--- src/rtl/rv_mem.sv ---
// rv_mem: memory stage (Q103H) of the 5-stage RV32I pipe.
// Issues loads/stores over a req/gnt/rvalid handshake, lane-aligns store
// data, extracts and extends load data, selects the writeback value and
// registers it into Q104H. Holds the pipe while an access is outstanding.
// Optional feature macro: RV_MEM_MISALIGN_CHK_EN (misaligned H/W accesses are
// flagged and suppressed instead of silently truncated).
module rv_mem #(
  parameter int unsigned TIMEOUT_CYC = 255
) (
  input  logic        clk,
  input  logic        rst,
  input  logic        valid_Q103H,
  input  logic        mem_rd_en_Q103H,
  input  logic        mem_wr_en_Q103H,
  input  logic [2:0]  funct3_Q103H,
  input  logic [1:0]  sel_wb_Q103H,
  input  logic [31:0] alu_out_Q103H,
  input  logic [31:0] dmem_wr_data_Q103H,
  input  logic [31:0] pc_plus4_Q103H,
  output logic        dmem_req,
  output logic        dmem_we,
  output logic [31:0] dmem_addr,
  output logic [3:0]  dmem_be,
  output logic [31:0] dmem_wdata,
  input  logic        dmem_gnt,
  input  logic        dmem_rvalid,
  input  logic [31:0] dmem_rdata,
  output logic        stall_Q103H,
  output logic [31:0] wb_data_Q103H,
  output logic [31:0] wb_data_Q104H,
  output logic        valid_Q104H,
  output logic        dmem_err_Q103H,
  output logic        misalign_Q103H
);

  localparam int unsigned CW = (TIMEOUT_CYC < 2) ? 1 : $clog2(TIMEOUT_CYC + 1);

  typedef enum logic [1:0] {IDLE, REQ, RESP} state_t;

  state_t        state;
  logic [CW-1:0] cnt;

  logic        mem_op;
  logic        misalign_raw;
  logic        timeout_hit;
  logic        issue;
  logic        resp_done;
  logic [7:0]  ld_byte;
  logic [15:0] ld_half;
  logic [31:0] ld_data;

  // Reset forces every combinational handshake output low, even with an op presented.
  assign mem_op = rst & valid_Q103H & (mem_rd_en_Q103H | mem_wr_en_Q103H);

`ifdef RV_MEM_MISALIGN_CHK_EN
  // Halfword on an odd byte or word off a word boundary is flagged as misaligned.
  always_comb begin
    misalign_raw = 1'b0;
    case (funct3_Q103H[1:0])
      2'b01:   misalign_raw = alu_out_Q103H[0];
      2'b10:   misalign_raw = (alu_out_Q103H[1:0] != 2'b00);
      default: misalign_raw = 1'b0;
    endcase
  end
`else
  assign misalign_raw = 1'b0;
`endif

  assign misalign_Q103H = mem_op & misalign_raw;

  // A completing response in the same cycle wins over the timeout abort.
  assign resp_done   = (state == RESP) & dmem_rvalid;
  assign timeout_hit = (TIMEOUT_CYC != 0) && (state != IDLE) &&
                       (cnt == CW'(TIMEOUT_CYC)) && !resp_done;

  assign issue    = mem_op & ~misalign_Q103H & ((state == IDLE) | (state == REQ)) & ~timeout_hit;
  assign dmem_req = issue;
  assign dmem_we  = mem_op & mem_wr_en_Q103H;
  assign dmem_addr = {alu_out_Q103H[31:2], 2'b00};

  assign stall_Q103H = mem_op & ~misalign_Q103H & ~(mem_wr_en_Q103H & issue & dmem_gnt) &
                       ~resp_done & ~timeout_hit;

  assign dmem_err_Q103H = timeout_hit;

  // Byte enables and replicated store data by access size.
  always_comb begin
    dmem_be    = 4'b1111;
    dmem_wdata = dmem_wr_data_Q103H;
    case (funct3_Q103H[1:0])
      2'b00: begin
        dmem_be    = 4'b0001 << alu_out_Q103H[1:0];
        dmem_wdata = {4{dmem_wr_data_Q103H[7:0]}};
      end
      2'b01: begin
        dmem_be    = alu_out_Q103H[1] ? 4'b1100 : 4'b0011;
        dmem_wdata = {2{dmem_wr_data_Q103H[15:0]}};
      end
      default: begin
        dmem_be    = 4'b1111;
        dmem_wdata = dmem_wr_data_Q103H;
      end
    endcase
  end

  // Pick the addressed byte/half from the load word and extend it.
  always_comb begin
    ld_byte = dmem_rdata[7:0];
    case (alu_out_Q103H[1:0])
      2'b00:   ld_byte = dmem_rdata[7:0];
      2'b01:   ld_byte = dmem_rdata[15:8];
      2'b10:   ld_byte = dmem_rdata[23:16];
      default: ld_byte = dmem_rdata[31:24];
    endcase
    ld_half = alu_out_Q103H[1] ? dmem_rdata[31:16] : dmem_rdata[15:0];
    case (funct3_Q103H)
      3'b000:  ld_data = {{24{ld_byte[7]}}, ld_byte};
      3'b001:  ld_data = {{16{ld_half[15]}}, ld_half};
      3'b100:  ld_data = {24'h0, ld_byte};
      3'b101:  ld_data = {16'h0, ld_half};
      default: ld_data = dmem_rdata;
    endcase
  end

  // Writeback select; aborted and misaligned accesses write back zero.
  always_comb begin
    case (sel_wb_Q103H)
      2'd1:    wb_data_Q103H = ld_data;
      2'd2:    wb_data_Q103H = pc_plus4_Q103H;
      default: wb_data_Q103H = alu_out_Q103H;
    endcase
    if (timeout_hit | misalign_Q103H) wb_data_Q103H = 32'h0;
  end

  // Q104H pipeline register: advances when not stalled, bubbles while stalled.
  always_ff @(posedge clk or negedge rst) begin
    if (!rst) begin
      wb_data_Q104H <= 32'h0;
      valid_Q104H   <= 1'b0;
    end else if (!stall_Q103H) begin
      wb_data_Q104H <= wb_data_Q103H;
      valid_Q104H   <= valid_Q103H;
    end else begin
      valid_Q104H   <= 1'b0;
    end
  end

  // Handshake FSM with the in-flight cycle counter used for the timeout.
  always_ff @(posedge clk or negedge rst) begin
    if (!rst) begin
      state <= IDLE;
      cnt   <= '0;
    end else begin
      case (state)
        IDLE: begin
          if (issue) begin
            if (dmem_gnt) begin
              state <= mem_wr_en_Q103H ? IDLE : RESP;
              cnt   <= mem_wr_en_Q103H ? '0 : CW'(1);
            end else begin
              state <= REQ;
              cnt   <= CW'(1);
            end
          end else begin
            cnt <= '0;
          end
        end
        REQ: begin
          if (timeout_hit || !issue) begin
            state <= IDLE;
            cnt   <= '0;
          end else if (dmem_gnt) begin
            state <= mem_wr_en_Q103H ? IDLE : RESP;
            cnt   <= mem_wr_en_Q103H ? '0 : cnt + CW'(1);
          end else begin
            cnt <= cnt + CW'(1);
          end
        end
        RESP: begin
          if (resp_done || timeout_hit) begin
            state <= IDLE;
            cnt   <= '0;
          end else begin
            cnt <= cnt + CW'(1);
          end
        end
        default: begin
          state <= IDLE;
          cnt   <= '0;
        end
      endcase
    end
  end

endmodule

--- config.mk ---
export PLATFORM = sky130hd
export DESIGN_NAME = rv_mem
export DESIGN_NICKNAME = d
export VERILOG_FILES = /design/src/rtl/rv_mem.sv
export SDC_FILE = /design/constraint.sdc
export NUM_CORES = 1
export LEC_CHECK = 0
export BUFFER_PORTS_ARGS = -buffer_cell sky130_fd_sc_hd__buf_2
export CAP_MARGIN = 25
export CORE_AREA = 2 2 108 110
export CTS_BUF_LIST = sky130_fd_sc_hd__clkbuf_4
export CTS_CLUSTER_SIZE = 28
export DETAILED_ROUTE_END_ITERATION = 6
export DIE_AREA = 0 0 110 112
export HOLD_SLACK_MARGIN = 0.1
export PLACE_DENSITY_LB_ADDON = 0.05
export SLEW_MARGIN = 20
export SYNTH_ARGS = -nofsm -noshare
export SYNTH_HDL_FRONTEND = slang
export SYNTH_SLANG_ARGS = --single-unit
--- constraint.sdc ---
create_clock -name clk -period 2.35 [get_ports clk]
set_clock_uncertainty 0.15 [all_clocks]
set_input_delay 0.1175 -clock clk [delete_from_list [all_inputs] [get_ports clk]]
set_output_delay 0.1175 -clock clk [all_outputs]
set_load 0.02 [all_outputs]
Word level (Yosys, flattened, before mapping)

Index checks and enable logic that the tools add are counted.
W data, S select, Z words.

Logic and storage cells: 72
Register bits after elaboration: 43
Input bits: 140
Output and inout bits: 138

Reductions and logical operators: 12
Bitwise operators: 16
Add/sub/neg operators: 1
Shift operators: 1
Mux-type cells: 24
Equality and inequality tests: 14

Operator list:

| cell                  | count |
|---|---|
| $pmux W32 S2          | 2 |
| $pmux W32 S4          | 1 |
| $pmux W8 S3           | 2 |
| $mux W8               | 5 |
| $mux W32              | 1 |
| $mux W16              | 1 |
| $mux W2               | 6 |
| $and A1 B1 Y1         | 11 |
| $add A8 B1 Y8 const B | 1 |
| $eq A2 B1 Y1 const B  | 4 |
| $eq A8 B8 Y1 const B  | 1 |
| $pmux W4 S2           | 1 |
| $eq A2 B2 Y1 const B  | 3 |
| $eq A3 B3 Y1 const B  | 2 |
| $logic_not A2 Y1      | 3 |
| $pmux W2 S3           | 1 |
| $mux W4               | 1 |
| $shl A1 B2 Y4 const A | 1 |
| $eq A3 B1 Y1 const B  | 1 |
| $logic_not A3 Y1      | 1 |
| $mux W1               | 3 |
| $ne A3 B2 Y1 const B  | 1 |
| $not A1 Y1            | 3 |
| $reduce_and A3 Y1     | 1 |
| 7 further kinds       | 11 |

Longest topological paths before layout

Depth after elaboration: 13
Depth in mapped cells: 9
Mapped depth without buffers: 7

Worst setup path before layout

No wires, ideal clock.

Path kind: reg-to-reg
Start point: register cnt[0]
End point: register wb_data_Q104H[15]
Setup slack: -0.476 ns
Data arrival time: 2.603 ns
Stages on the path, launching flop included: 8
Data required time: 2.127 ns
Buffers on the path: 1
Cell sequence: dfrtp_1 > ha_1 > nand2_1 > nor3_2 > and2_1 > clkbuf_1 > a2111oi_0 > mux2_2

Elaborated cells on any way between the ends: 12
Those cells by class: 1 x eq/ne; 1 x mux; 8 x bitwise; 2 x reduce/logical

RTL lines:

| what                        | line | RTL |
|---|---|---|
| from (decl)                 | 41   | `logic [CW-1:0] cnt;` |
| from (signal assigned)      | 159  | `cnt <= mem_wr_en_Q103H ? '0 : CW'(1);` |
| from (signal assigned)      | 174  | `cnt <= mem_wr_en_Q103H ? '0 : cnt + CW'(1);` |
| from (signal assigned)      | 176  | `cnt <= cnt + CW'(1);` |
| $eq A8 B8 Y1                | 74   | `(cnt == CW'(TIMEOUT_CYC)) && !resp_done;` |
| $logic_and A1 B1 Y1         | 73   | `assign timeout_hit = (TIMEOUT_CYC != 0) && (state != IDLE) &&` |
| $logic_and A1 B1 Y1         | 74   |  |
| $mux W32                    | 132  | `if (timeout_hit \| misalign_Q103H) wb_data_Q103H = 32'h0;` |
| named net wb_data_Q103H[15] | 29   | `output logic [31:0] wb_data_Q103H,` |
| to (signal assigned)        | 141  | `wb_data_Q104H <= wb_data_Q103H;` |
| to (decl)                   | 30   | `output logic [31:0] wb_data_Q104H,` |

The timed path passes the listed nets, and every way through them passes these cells.
A chain may end at the register's enable or synchronous reset.

Worst setup path after layout

Start point: register cnt[1]
End point: output wb_data_Q103H[21]

Longest elaborated chain between the ends: 4

Ends and longest elaborated chain:

| what                | line |
|---|---|
| $eq A8 B8 Y1        | 74 |
| $logic_and A1 B1 Y1 | 73 |
| $logic_and A1 B1 Y1 | 74 |
| $mux W32            | 132 |
| to (decl)           | 29 |

Every way passes these cells.

==> results.md <==
- Result of the run: finished, final reports clean
- Overflow left after global routing: 0
- Number of clock sinks: 43
- Initial core utilization: about a third
- Class of the worst hold path: in -> reg
- Clk network pwr share: a little under a fifth
- Critical path peak fanout: 15
- Ports: 278
- TritonRoute pass-1 iters: 4
- Ranking of synthesized cells by area: sky130_fd_sc_hd__dfrtp_1 (28%), sky130_fd_sc_hd__mux2_2 (14%), sky130_fd_sc_hd__buf_4 (8.1%)
- Via count of the first global-routing pass: ~4,200
- Library cells used by synthesis: 48
- Critical path data required time: around 2.1 ns
- Routed metal-1 wire length: slightly below 6 mm
- Buffer cell driving the clock tree root: sky130_fd_sc_hd__clkbuf_4
- Placement-stage worst setup slack: between 0.15 and 0.2 ns
- Cell Int Power: ~1.6 mW
- Static power due to leakage: 2.79 nW
- Number of antenna violations at the first check in global routing: 0
- Final critical-path share of the clock period: roughly 97%
- Top_reg_cell synth: sky130_fd_sc_hd__dfrtp_1
- Die extent in x: between 100 and 150 um
- Switch share: ~40%
- Largest voltage drop on the vdd net: around 0.00028 V
- Largest net degree at the start of global routing: between 40 and 50
- Most numerous cell types in the synthesized netlist: sky130_fd_sc_hd__mux2_2 (49), sky130_fd_sc_hd__dfrtp_1 (43), sky130_fd_sc_hd__buf_4 (41)
- Routed wire length: between 10 and 15 mm
- Placer Congestion: about 0.83
- Unrepaired setup endpoints after global routing: true
- Worst slew margin relative to its limit: between 60% and 70%
- Ant. Diodes: 0
- Category of the most critical setup path: reg -> out
- Crit path launch type: flop
- Share of synthesized registers carrying an async set or reset: 100%
- Endpoint kind of the worst setup timing path: output pin
- Sequential cell area fraction in the yosys report: around 28%
- Routed length on met3: between 1 and 1.5 mm
- Worst-skew pair later-pin latency: between 0.3 and 0.4 ns
- Cell type contributing the most total cell area after synthesis: sky130_fd_sc_hd__dfrtp_1
- Proportion of layout cells with a drive suffix above 1: between 50% and 60%
- Count of yosys warnings during synthesis: 0
- First-pass GRT wire length: around 22 mm
- Post-synth EDFFs: 0
- Number of nets in the final layout: 809
- Hpwl dp: roughly 11 mm
- Area after detailed placement: about 5100 um^2
- Proportion of netlist area held by the largest area contributor: 28.2%
- Highest Signal Layer: met4
- Shortest period the worst path allows: ~2.3 ns
- CTS clk-pin slew, worst paths: around 0.16 ns
- Antenna Violating Nets Remaining: 0
- Fillcell total: roughly 1,100
- Yosys reg bits: 43
- Power, Total: roughly 2.7 mW
- Detailed Route Iter0 Violations: between 200 and 250
- Clock tree from TritonCTS: yes
- Number of placement rows: 39
- Residual DRC: 0
- Total global routing track utilization: ~22%
- Count of input and output buffers: 274
- Placeable core area: roughly 11,000 um^2
- Max-slew violation count: 0
- Worst Slack Setup Final: between 0.07 and 0.08 ns
- Post-synthesis to final-layout area growth: 46.1%
- Arrival time worst endpoint: 2.01 ns
- Number of vias per cell: between 5 and 6
- Average cell area after synthesis: ~9 um^2
- Longest Clk Path Bufs: 2
- Number of CTS-inserted buffers: 5
- Post-route cell area: 5580 um^2
- Combinational share of power: between 40 and 50%
- Worst-margin pin slew: between 0.5 and 0.6 ns
- Most instantiated library cell after synthesis: sky130_fd_sc_hd__mux2_2
- Post-synthesis cell area: ~3800 um^2
- Max-cap violations: 0
- Highest clock frequency the design can meet: between 0.4 and 0.5 GHz
- Post-Synthesis Cells: 419
- Final number of hold-violating endpoints: 0
- Area of the die: roughly 12,000 um^2
- Final setup violating endpoints: 0
- CTS H-tree lvls: 2
- Die Ht: approximately 110 um
- Detail Route met2 WL: between 7 and 8 mm
- Sequential share of power: between 30% and 40%
- Net switching power figure: 1.12 mW
- Average wire per standard cell: 17.9 um
- Via total after detailed routing: ~4,200
- Areal power density over the cells: 490 nW/um^2
final timing paths:
| kind | endpoint | cells past startpoint | slack (ns) | start |
|---|---|---|---|---|
| worst max-delay path | wb_data_Q103H[21] | 7 | 0.07 | cnt[1] |
| worst min-delay path | wb_data_Q104H[23] | 4 | 0.10 | alu_out_Q103H[23] |
| worst max register to register | state[1] | 9 | 0.13 | cnt[1] |
| worst min register to register | wb_data_Q104H[4] | 1 | 0.37 | wb_data_Q104H[4] |
| max in group asynchronous | wb_data_Q104H[12] | 3 | 1.43 | rst |
| min in group asynchronous | wb_data_Q104H[18] | 3 | 0.21 | rst |
metal layers:
| metal | track usage, % | up-vias |
|---|---|---|
| li1 | - | 1999 |
| met2 | 39.0 | 192 |
| met4 | 5.40 | 0 |
| met3 | 4.63 | 12 |
| met1 | 27.8 | 1998 |
| met5 | 0 | - |
final cells by class:
type,count,area (um^2),area share [%]
Multi-Input combinational cell,274,2380,42.6
Timing Repair Buffer,313,1760,31.5
Sequential cell,43,1080,19.3
Tap cell,143,179,3.21
Inverter,29,109,1.95
Clock inverter,3,43.8,0.785
Clock buffer,5,37.5,0.673
registers in the layout (all words and copies together), names as in the netlist:
register	cells
wb_data_Q104H	32
cnt	8
state	2
valid_Q104H	1
layout by cell type (no fill, tap or decap), types with 3 or more instances in the layout:
master,n
sky130_fd_sc_hd__mux2_2,49
sky130_fd_sc_hd__nor2b_1,17
sky130_fd_sc_hd__buf_2,272
sky130_fd_sc_hd__mux2i_1,23
sky130_fd_sc_hd__xnor2_1,4
sky130_fd_sc_hd__a21oi_1,22
sky130_fd_sc_hd__a221oi_1,12
sky130_fd_sc_hd__nand2b_1,4
sky130_fd_sc_hd__a22oi_1,16
sky130_fd_sc_hd__nor2_1,20
sky130_fd_sc_hd__clkbuf_4,5
sky130_fd_sc_hd__buf_4,23
sky130_fd_sc_hd__a32o_1,7
sky130_fd_sc_hd__dlygate4sd3_1,13
sky130_fd_sc_hd__o21ai_0,10
sky130_fd_sc_hd__conb_1,3
sky130_fd_sc_hd__o221ai_1,9
sky130_fd_sc_hd__inv_1,29
sky130_fd_sc_hd__nand3_1,3
sky130_fd_sc_hd__a221oi_2,19
sky130_fd_sc_hd__a211oi_2,5
sky130_fd_sc_hd__dfrtp_1,43
sky130_fd_sc_hd__nand2_1,12
per-stage QoR:
step                      std cells  TNS [ns]  util [%]  hold WS (ns)
final                           810         0      49.9         0.103
after global routing            810    -0.101      49.9         0.107
after CTS                       809   -0.0428      48.4         0.101
after detailed placement        787         0      46.0         0.128
after global placement          787         0      46.0         0.121
after floorplan                 421   -0.0363         -        -0.328
power groups by stage:
stage / Sequential (mW) / Clock [mW] / Combinational, mW
after floorplan: 1.00 / 0 / 0.679
after global placement: 0.889 / 0 / 1.26
after detailed placement: 0.892 / 0 / 1.26
after CTS: 0.876 / 0.534 / 1.30
after global routing: 0.889 / 0.557 / 1.44
final: 0.876 / 0.517 / 1.34
worst max-delay path, stage by stage, from the launching register on:
cell,delay (ns)
sky130_fd_sc_hd__dfrtp_1,0.45
sky130_fd_sc_hd__ha_4,0.18
sky130_fd_sc_hd__nand2_1,0.09
sky130_fd_sc_hd__nor3_2,0.06
sky130_fd_sc_hd__and2_4,0.15
sky130_fd_sc_hd__buf_6,0.16
sky130_fd_sc_hd__a221oi_1,0.30
sky130_fd_sc_hd__buf_2,0.24
what timing repair did:
item,CTS,global route
pin swaps,0,2
resized for setup,9,24
setup endpoints to repair,32,33
endpoints found under the hold margin,53,0
buffers inserted,1,0
hold buffers,13,0
cloned,0,1
cell families (layout without fill, tap and decap cells):
logic type | after synthesis | in the layout | share of synthesized area (%)
compound gates | 119 | 119 | 23.8
xor+xnor | 6 | 6 | 1.38
fa+ha+maj | 3 | 3 | 0.983
buf+inv | 104 | 350 | 14.9
flops | 43 | 43 | 28.2
mux | 73 | 73 | 21.1
other cells | 1 | 3 | 0.0982
simple gates | 70 | 70 | 9.53
No activity file was read; power rests on OpenSTA's default activity.
